--- src/rtl/sram_port_arbiter_pkg.sv ---
// Shared types and default widths for the SRAM port arbiter and the memory-stage blocks.
package sram_port_arbiter_pkg;

    localparam int unsigned SRAM_ADDR_W = 18;
    localparam int unsigned SRAM_DATA_W = 16;
    localparam int unsigned CNT_W       = 4;

    typedef enum logic [1:0] {
        IDLE,
        ACCESS,
        RELEASE
    } state_t;

    typedef enum logic [1:0] {
        OWN_NONE,
        OWN_IF,
        OWN_MEM
    } owner_t;

endpackage

--- src/rtl/sram_access_timer.sv ---
// Access-cycle counter: loads 1 on grant, counts while the access runs,
// flags the last strobe cycle and whether the upcoming cycle is inside the write window.
module sram_access_timer
    import sram_port_arbiter_pkg::*;
#(
    parameter int unsigned ACCESS_CYCLES = 2
) (
    input  logic clk,
    input  logic rst,
    input  logic load,
    input  logic en,
    output logic last_c,
    output logic we_win_nxt_c
);

    localparam logic [CNT_W-1:0] LAST_CNT = CNT_W'(ACCESS_CYCLES);

    logic [CNT_W-1:0] cnt;
    logic [CNT_W-1:0] cnt_nxt;

    always_comb begin
        cnt_nxt = cnt;
        if (load) begin
            cnt_nxt = CNT_W'(1);
        end else if (en) begin
            cnt_nxt = cnt + CNT_W'(1);
        end
    end

    always_ff @(posedge clk or posedge rst) begin
        if (rst) begin
            cnt <= '0;
        end else begin
            cnt <= cnt_nxt;
        end
    end

    assign last_c       = (cnt == LAST_CNT);
    // Strobes are registered, so the write window is judged on the count they will accompany.
    assign we_win_nxt_c = (cnt_nxt >= CNT_W'(2));

endmodule

--- src/rtl/sram_port_arbiter.sv ---
// Shares the off-chip SRAM port between instruction fetch and data memory,
// running each access as a fixed-length cycle with registered strobes.
module sram_port_arbiter
    import sram_port_arbiter_pkg::*;
#(
    parameter int unsigned ADDR_W        = SRAM_ADDR_W,
    parameter int unsigned DATA_W        = SRAM_DATA_W,
    parameter int unsigned ACCESS_CYCLES = 2
) (
    input  logic              clk,
    input  logic              rst,
    input  logic              if_req,
    input  logic [ADDR_W-1:0] if_addr,
    output logic              if_ack,
    output logic [DATA_W-1:0] if_rdata,
    output logic              if_stall,
    input  logic              mem_req,
    input  logic              mem_we,
    input  logic [ADDR_W-1:0] mem_addr,
    input  logic [DATA_W-1:0] mem_wdata,
    output logic              mem_ack,
    output logic [DATA_W-1:0] mem_rdata,
    output logic              mem_stall,
    output logic [ADDR_W-1:0] sram_addr,
    output logic [DATA_W-1:0] sram_dout,
    output logic              sram_dq_oe,
    input  logic [DATA_W-1:0] sram_din,
    output logic              sram_ce_n,
    output logic              sram_oe_n,
    output logic              sram_we_n
);

    state_t            state, state_d;
    owner_t            owner, owner_d;
    owner_t            last_owner, last_owner_d;
    logic              acc_we, acc_we_d;
    logic [ADDR_W-1:0] addr_d;
    logic [DATA_W-1:0] dout_d;
    logic [DATA_W-1:0] if_rdata_d, mem_rdata_d;
    logic              if_ack_d, mem_ack_d;
    logic              grant_if, grant_mem;
    logic              timer_en;
    logic              last_c, we_win_nxt_c;
    logic              ce_n_d, oe_n_d, we_n_d, dq_oe_d;

    sram_access_timer #(
        .ACCESS_CYCLES(ACCESS_CYCLES)
    ) u_timer (
        .clk         (clk),
        .rst         (rst),
        .load        (grant_if | grant_mem),
        .en          (timer_en),
        .last_c      (last_c),
        .we_win_nxt_c(we_win_nxt_c)
    );

    // Arbitration, sequencing and completion.
    always_comb begin
        state_d      = state;
        owner_d      = owner;
        last_owner_d = last_owner;
        acc_we_d     = acc_we;
        addr_d       = sram_addr;
        dout_d       = sram_dout;
        if_rdata_d   = if_rdata;
        mem_rdata_d  = mem_rdata;
        if_ack_d     = 1'b0;
        mem_ack_d    = 1'b0;
        grant_if     = 1'b0;
        grant_mem    = 1'b0;
        timer_en     = 1'b0;

        case (state)
            IDLE: begin
                if (if_req && mem_req) begin
                    if (last_owner == OWN_IF) grant_mem = 1'b1;
                    else                      grant_if  = 1'b1;
                end else if (if_req) begin
                    grant_if = 1'b1;
                end else if (mem_req) begin
                    grant_mem = 1'b1;
                end
            end
            ACCESS: begin
                timer_en = ~last_c;
                if (last_c) begin
                    state_d = RELEASE;
                    if (owner == OWN_IF) begin
                        if_ack_d = 1'b1;
                        if (!acc_we) if_rdata_d = sram_din;
                    end else if (owner == OWN_MEM) begin
                        mem_ack_d = 1'b1;
                        if (!acc_we) mem_rdata_d = sram_din;
                    end
                end
            end
            RELEASE: begin
                // Only the requester not just served may chain straight into a new access.
                if (owner == OWN_IF && mem_req) begin
                    grant_mem = 1'b1;
                end else if (owner == OWN_MEM && if_req) begin
                    grant_if = 1'b1;
                end else begin
                    state_d = IDLE;
                    owner_d = OWN_NONE;
                end
            end
            default: begin
                state_d = IDLE;
                owner_d = OWN_NONE;
            end
        endcase

        if (grant_if) begin
            state_d      = ACCESS;
            owner_d      = OWN_IF;
            last_owner_d = OWN_IF;
            acc_we_d     = 1'b0;
            addr_d       = if_addr;
        end else if (grant_mem) begin
            state_d      = ACCESS;
            owner_d      = OWN_MEM;
            last_owner_d = OWN_MEM;
            acc_we_d     = mem_we;
            addr_d       = mem_addr;
            dout_d       = mem_wdata;
        end
    end

    // Strobe values for the cycle that follows the coming edge.
    always_comb begin
        ce_n_d  = 1'b1;
        oe_n_d  = 1'b1;
        we_n_d  = 1'b1;
        dq_oe_d = 1'b0;
        if (state_d == ACCESS) begin
            ce_n_d  = 1'b0;
            oe_n_d  = acc_we_d;
            dq_oe_d = acc_we_d;
            we_n_d  = ~(acc_we_d & we_win_nxt_c);
        end
    end

    always_ff @(posedge clk or posedge rst) begin
        if (rst) begin
            state      <= IDLE;
            owner      <= OWN_NONE;
            last_owner <= OWN_IF;
            acc_we     <= 1'b0;
            sram_addr  <= '0;
            sram_dout  <= '0;
            sram_ce_n  <= 1'b1;
            sram_oe_n  <= 1'b1;
            sram_we_n  <= 1'b1;
            sram_dq_oe <= 1'b0;
            if_ack     <= 1'b0;
            mem_ack    <= 1'b0;
            if_rdata   <= '0;
            mem_rdata  <= '0;
        end else begin
            state      <= state_d;
            owner      <= owner_d;
            last_owner <= last_owner_d;
            acc_we     <= acc_we_d;
            sram_addr  <= addr_d;
            sram_dout  <= dout_d;
            sram_ce_n  <= ce_n_d;
            sram_oe_n  <= oe_n_d;
            sram_we_n  <= we_n_d;
            sram_dq_oe <= dq_oe_d;
            if_ack     <= if_ack_d;
            mem_ack    <= mem_ack_d;
            if_rdata   <= if_rdata_d;
            mem_rdata  <= mem_rdata_d;
        end
    end

    assign if_stall  = if_req & ~if_ack;
    assign mem_stall = mem_req & ~mem_ack;

endmodule

--- config.mk ---
export PLATFORM = sky130hd
export DESIGN_NAME = sram_port_arbiter
export DESIGN_NICKNAME = d
export VERILOG_FILES = /design/src/rtl/sram_port_arbiter_pkg.sv /design/src/rtl/sram_access_timer.sv /design/src/rtl/sram_port_arbiter.sv
export SDC_FILE = /design/constraint.sdc
export NUM_CORES = 1
export LEC_CHECK = 0
export ABC_AREA = 1
export BUFFER_PORTS_ARGS = -buffer_cell sky130_fd_sc_hd__buf_2
export CORE_MARGIN = 4
export CORE_UTILIZATION = 45
export DETAILED_ROUTE_END_ITERATION = 8
export PLACE_DENSITY = 0.74
export RECOVER_POWER = 50
export SYNTH_ARGS = -nofsm -noshare
export SYNTH_HDL_FRONTEND = slang
export SYNTH_HIERARCHICAL = 1
export SYNTH_SLANG_ARGS = --single-unit
--- constraint.sdc ---
create_clock -name clk -period 2.7 [get_ports clk]
set_input_delay 0.135 -clock clk [delete_from_list [all_inputs] [get_ports clk]]
set_output_delay 0.135 -clock clk [all_outputs]
set_load 0.005 [all_outputs]
Word-level counts from Yosys, hierarchy flattened
Cells that the tools add are included.

Output and inout port bits: 74. Register bits after elaboration: 83. Logic and storage cells: 91. Bits of input ports: 73.

Equality and inequality tests: 10. Bitwise gates (word level): 11. Add/sub/neg operators: 1. Magnitude comparators: 1. Muxes and demuxes: 43. Reductions and logical operators: 10.

Operators with widths (count): 18-bit two-way mux (2); 1-bit two-way mux (24); 2-bit two-way mux (11); 2-bit by 1-bit == test with 1-bit output (second input constant) (4); 4-bit two-way mux (2); 4-bit inequality test (second input constant) (2); 1-bit inverter (7); 2-bit case mux with 3 select lines (1); 5-bit AND reduction (1); 4-bit by 1-bit adder with 4-bit output (second input constant) (1); 2-bit == test (second input constant) (2); 4-bit by 2-bit == test with 1-bit output (second input constant) (1); 4-bit by 2-bit greater-or-equal comparator with 1-bit output (second input constant) (1); 1-bit case mux with 2 select lines (2); 2-bit case mux with 2 select lines (1); 4-bit AND reduction (1); 1-bit AND (3); 1-bit logical AND (3); 3-bit by 1-bit inequality test with 1-bit output (second input constant) (1); 3-bit AND reduction (1); 2-bit zero test (1); 2-bit AND reduction (1); 2-bit nonzero test (1); 2-bit OR reduction (1); 1-bit bitwise OR (1).

Depth between registers and ports, before layout
Depth in word-level cells: 11. Gate-level depth with buffers: 15. Mapped depth without buffers: 13.

By module
The synthesis kept the hierarchy.

Modules (own cells, without submodules): sram_port_arbiter (cells each 351, instances 1, seq. area each 1981.9 um^2, area an instance 3133.0 um^2); sram_access_timer (cells each 34, instances 1, seq. area each 100.1 um^2, area an instance 245.2 um^2).

Least setup slack after synthesis
No wires, ideal clock.

Path type: reg-to-reg. Start: register u_timer.cnt[0]. End: register if_rdata[0]. Clock period less this slack: 1.659 ns. Buffers on the path: 1. Stages on the path, launching flop included: 10. Slack: 1.041 ns. Library setup time: 0.130 ns. Data required time: 2.570 ns. Arrival time: 1.529 ns. Cells stage by stage: dfrtp_1 -> inv_1 -> ha_1 -> nor3b_1 -> inv_1 -> nor3_2 -> nand2_1 -> buf_2 -> nand2_1 -> o21ai_0.

Word-level cells in the longest chain between the ends: 2.

Ends and longest elaborated chain: from (decl) (line sram_access_timer.sv:18) `logic [CNT_W-1:0] cnt;`; from (signal assigned) (line sram_access_timer.sv:34) `cnt <= cnt_nxt;`; 4-bit by 2-bit == test with 1-bit output (line sram_access_timer.sv:38) `assign last_c = (cnt == LAST_CNT);`; net last_c (line sram_port_arbiter.sv:43) `logic last_c, we_win_nxt_c;`; 4-bit AND reduction (no source line); to (signal assigned) (line sram_port_arbiter.sv:173) `if_rdata <= if_rdata_d;`; to (decl) (line sram_port_arbiter.sv:15) `output logic [DATA_W-1:0] if_rdata,`.

The timed path passes the listed nets, and every way through them passes these cells. A chain may end at the register's enable or synchronous reset.

Final worst setup path
Start: register owner[1]. End: register sram_addr[12].

Word-level cells in the longest chain between the ends: 6. Elaborated cells between the ends (all ways): 11. Classes of those cells: eq/ne (2); mux (6); reduce/logical (3).

Ends and longest elaborated chain: from (decl) (line sram_port_arbiter.sv:34) `owner_t owner, owner_d;`; from (signal assigned) (line sram_port_arbiter.sv:162) `owner <= owner_d;`; 2-bit == test (line sram_port_arbiter.sv:101) `end else if (owner == OWN_MEM && if_req) begin`; 1-bit logical AND (line sram_port_arbiter.sv:101); 1-bit two-way mux (line sram_port_arbiter.sv:101); 1-bit two-way mux (line sram_port_arbiter.sv:99) `if (owner == OWN_IF && mem_req) begin`; 1-bit case mux with 2 select lines (line sram_port_arbiter.sv:73) `case (state)`; 18-bit two-way mux / 2-bit nonzero test (equally long branches); to (signal assigned) (line sram_port_arbiter.sv:165) `sram_addr <= addr_d;`; to (decl) (line sram_port_arbiter.sv:24) `output logic [ADDR_W-1:0] sram_addr,`.

Several ways; a longest one is shown, not always the timed one.

==> out/qor.yml <==
status: "finished with violations"
failed_checks: "capacitance limit, slew limit"
drc: 0
fp.dieH_um: 94.6
yosys_register_bits: 83
synthSimpleGateAreaFrac: 0.250
ys_seq_area_frac: 0.616
rsz0062_at_grt: "false"
root_buffer: "clkbuf_8"
globalplace.congestion: 0.906
die_area_mm2: 0.00896
cts_tree: "yes"
synth.area.top_cells: "dfrtp_1 59%, nand2_1 18%, o21ai_0 5.0%"
switching_share: 0.344
place_area_mm2: 0.00419
grt_remaining_overflow: 0
critPathKind: "reg2reg"
wl_per_cell_um: 13.3
fin_area_mm2: 0.00476
clkTransAtPathRegs_ns: 0.09
cp_common_cell: "nand2_1"
htreeDepth: 3
switchingPower_uw: 1790
p_int_uw: 3410
rows: 31
whs_endpoint: "sram_addr[9]$_DFFE_PP0P_"
worstPathArrival_ns: 2.67
yosysUniqueCellTypes: 22
port-buffer-count: 146
r2r_cells: 9
die_w_um: 94.6
place_hpwl_um: 6120
worstSkewPairLatency_ns: 0.34
min_path_cells: 3
initial_core_util: 0.463
post_cts_buffers: 0
yosys_warnings: 6
min_path_type: "in2reg"
slowest_delay_ns: 0.57
area_growth_pct: 41.0
fin_nets: 642
crit-reg2reg-capture: "sram_addr[12]$_DFFE_PP0P_"
cts_buffers: 9
drv_slew: 35
crit_chain: "inv_1 > nand2_1 > nor2_1 > nand2_1 > nand2_1 > buf_4 > nand2_1 > nand3_1 > dlygate4sd3_1"
core_area_mm2: 0.00729
seqPwrFrac: 0.419
synth_mux_area_frac: 0
synthXorXnorAreaFrac: 0
synthAdderAreaFrac: 0.00741
grt_usage: 0.207
timing.fmax_mhz: 419
startpoint_type: "flip-flop"
crit_family: "buffers and inverters"
crit_path_end_kind: "flip-flop"
critPathMaxFanout: 24
synth_fp_nets: 460
drt-initial-drc-count: 137
synth_top_area_frac: 0.585
setup_viol: 0
power_density_mw_per_mm2: 1090
synth_top_family_by_area: "simple AND/OR/NAND/NOR gates"
drive_above_1_share: 0.224
ant_nets: 0
synth.avg_cell_area_um2: 8.77
pin_count: 147
cp.required_ns: 2.98
hp-start: "mem_addr[9]"
grt_pass1_vias: 3121
synthCells: 385
r2r_start: "owner[1]$_DFFE_PP0P_"
relSlewSlack: -0.0277
async_flop_share: 1.00
fin_worst_skew_ns: 0.0116
grt_max_degree: 46
synth_compound_area_frac: 0.0548
viasPerCell: 4.65
period_needed_ns: 2.39
cts.sinks: 83
ir_drop_v: 0.000512
clk_path_buf_depth: 2
synth_edf_count: 0
setup_tns_ns: 0
firstDrtPassIters: 5
slowest_stage: "dlygate4sd3_1"
yosysTopAreaCell: "dfrtp_1"
p_leak_uw: 0.00257
drt-total-wl_um: 8960
max_cap_violations: 1
grt_first_pass_wirelength_um: 14300
crit_start: "owner[1]$_DFFE_PP0P_"
vias: 3126
worst_slew_pin_slew_ns: 1.53
syn_area_mm2: 0.00338
num-fill-cells: 640
ys.flop_type: "dfrtp_1"
antenna_found_initial: 0
ff2ff_setup_slack_ns: 0.31
clock_power_share: 0.227
hold_violations: 0
fin_crit_sh: 0.885
critical_path_buf_inv_count: 3
comb_power_share: 0.354
crit_cells: 9
-- registers in the layout (all words and copies together), names as in the netlist --
register	count
sram_addr	18
if_rdata	16
mem_rdata	16
sram_dout	16
u_timer/cnt	4
last_owner	2
owner	2
state	2
acc_we	1
if_ack	1
mem_ack	1
sram_ce_n	1
sram_dq_oe	1
sram_oe_n	1
sram_we_n	1
-- worst max-delay path by stage --
stage	slack, ns	endpoint
global placement	0.48	if_rdata[0]$_DFFE_PP0P_
CTS	0.33	if_rdata[2]$_DFFE_PP0P_
detailed placement	0.32	if_rdata[2]$_DFFE_PP0P_
finish	0.31	sram_addr[12]$_DFFE_PP0P_
global route	0.13	sram_addr[12]$_DFFE_PP0P_
floorplan	0.55	acc_we$_DFF_PP0_
-- what timing repair did --
action / in CTS / in global routing
hold endpoints to repair: 61 / 0
hold buffers: 35 / 0
setup endpoints to repair: 0 / 5
resized for setup: 0 / 1
-- layer usage --
layer | wire length [µm] | global-route usage | part of all wire
met1 | 3640 | 0.251 | 0.41
met2 | 4220 | 0.337 | 0.47
met3 | 801 | 0.0558 | 0.089
met4 | 299 | 0.112 | 0.033
met5 | 0 | 0 | 0
-- Yosys cell counts (2+ instances only) --
library cell,count
buf_6,2
buf_4,2
ha_1,2
dfstp_2,4
nor2_1,15
nand3_1,26
o21ai_0,34
clkbuf_1,2
dfrtp_1,79
inv_2,2
inv_1,38
nand2_1,161
buf_2,9
-- cell usage in the layout, fill, tap and decap left out --
master and count:
nor3b_1 1, diode_2 1, nand2_2 2, inv_1 37
nand3b_1 1, nor2_4 1, o21bai_1 1, clkbuf_8 11
nor3_2 1, nor2_2 1, nor2_1 15, bufinv_16 4
inv_2 2, dfrtp_1 79, buf_2 96, o31ai_1 1
clkbuf_1 50, clkinvlp_2 1, nand4_1 1, buf_12 1
buf_1 1, dfstp_2 4, ha_1 2, buf_4 4
dlygate4sd3_1 35, o21ai_0 34, nand2_1 160, nand3_1 26
-- power by group through the flow --
stage / logic, µW / clock network, µW / registers, µW
floorplan: 937 / 0 / 2200
global route: 2110 / 1260 / 2250
finish: 1840 / 1180 / 2180
CTS: 1930 / 1210 / 2160
global placement: 1710 / 0 / 2170
detailed placement: 1790 / 0 / 2170
-- cell families after synthesis --
kind of cell | count (synthesis)
flops | 83
fa+ha+maj | 2
simple gates | 209
compound gates | 36
buf+inv | 55
-- layout make-up --
class | count | area, µm² | share of cell area
diodes | 1 | 2.50 | 0.000525
clock buffers | 12 | 155 | 0.0326
clock inverters | 4 | 120 | 0.0252
inverters | 40 | 151 | 0.0318
multi-input cells | 247 | 1060 | 0.222
flip-flops and latches | 83 | 2080 | 0.437
well taps | 99 | 124 | 0.0260
repair buffers | 186 | 1070 | 0.224
-- worst register-to-register path: cells and delay by family, from the launching register on --
kind / cells / cell delay [ns]
buffers and inverters: 3 / 1.03
flip-flops: 1 / 0.37
AND/OR/NAND/NOR: 6 / 0.94
-- stage by stage --
stage / hold WS (ns) / total power (µW) / util / std cells / setup WS (ns)
floorplan: -0.0989 / 3140 / - / 385 / 0.548
global placement: 0.0334 / 3880 / 0.575 / 620 / 0.481
detailed placement: 0.0391 / 3960 / 0.575 / 620 / 0.317
CTS: 0.00274 / 5290 / 0.661 / 671 / 0.328
global route: 0.0112 / 5620 / 0.653 / 671 / 0.132
finish: 0.0213 / 5200 / 0.653 / 672 / 0.312
(Power assumes the default switching activity.)
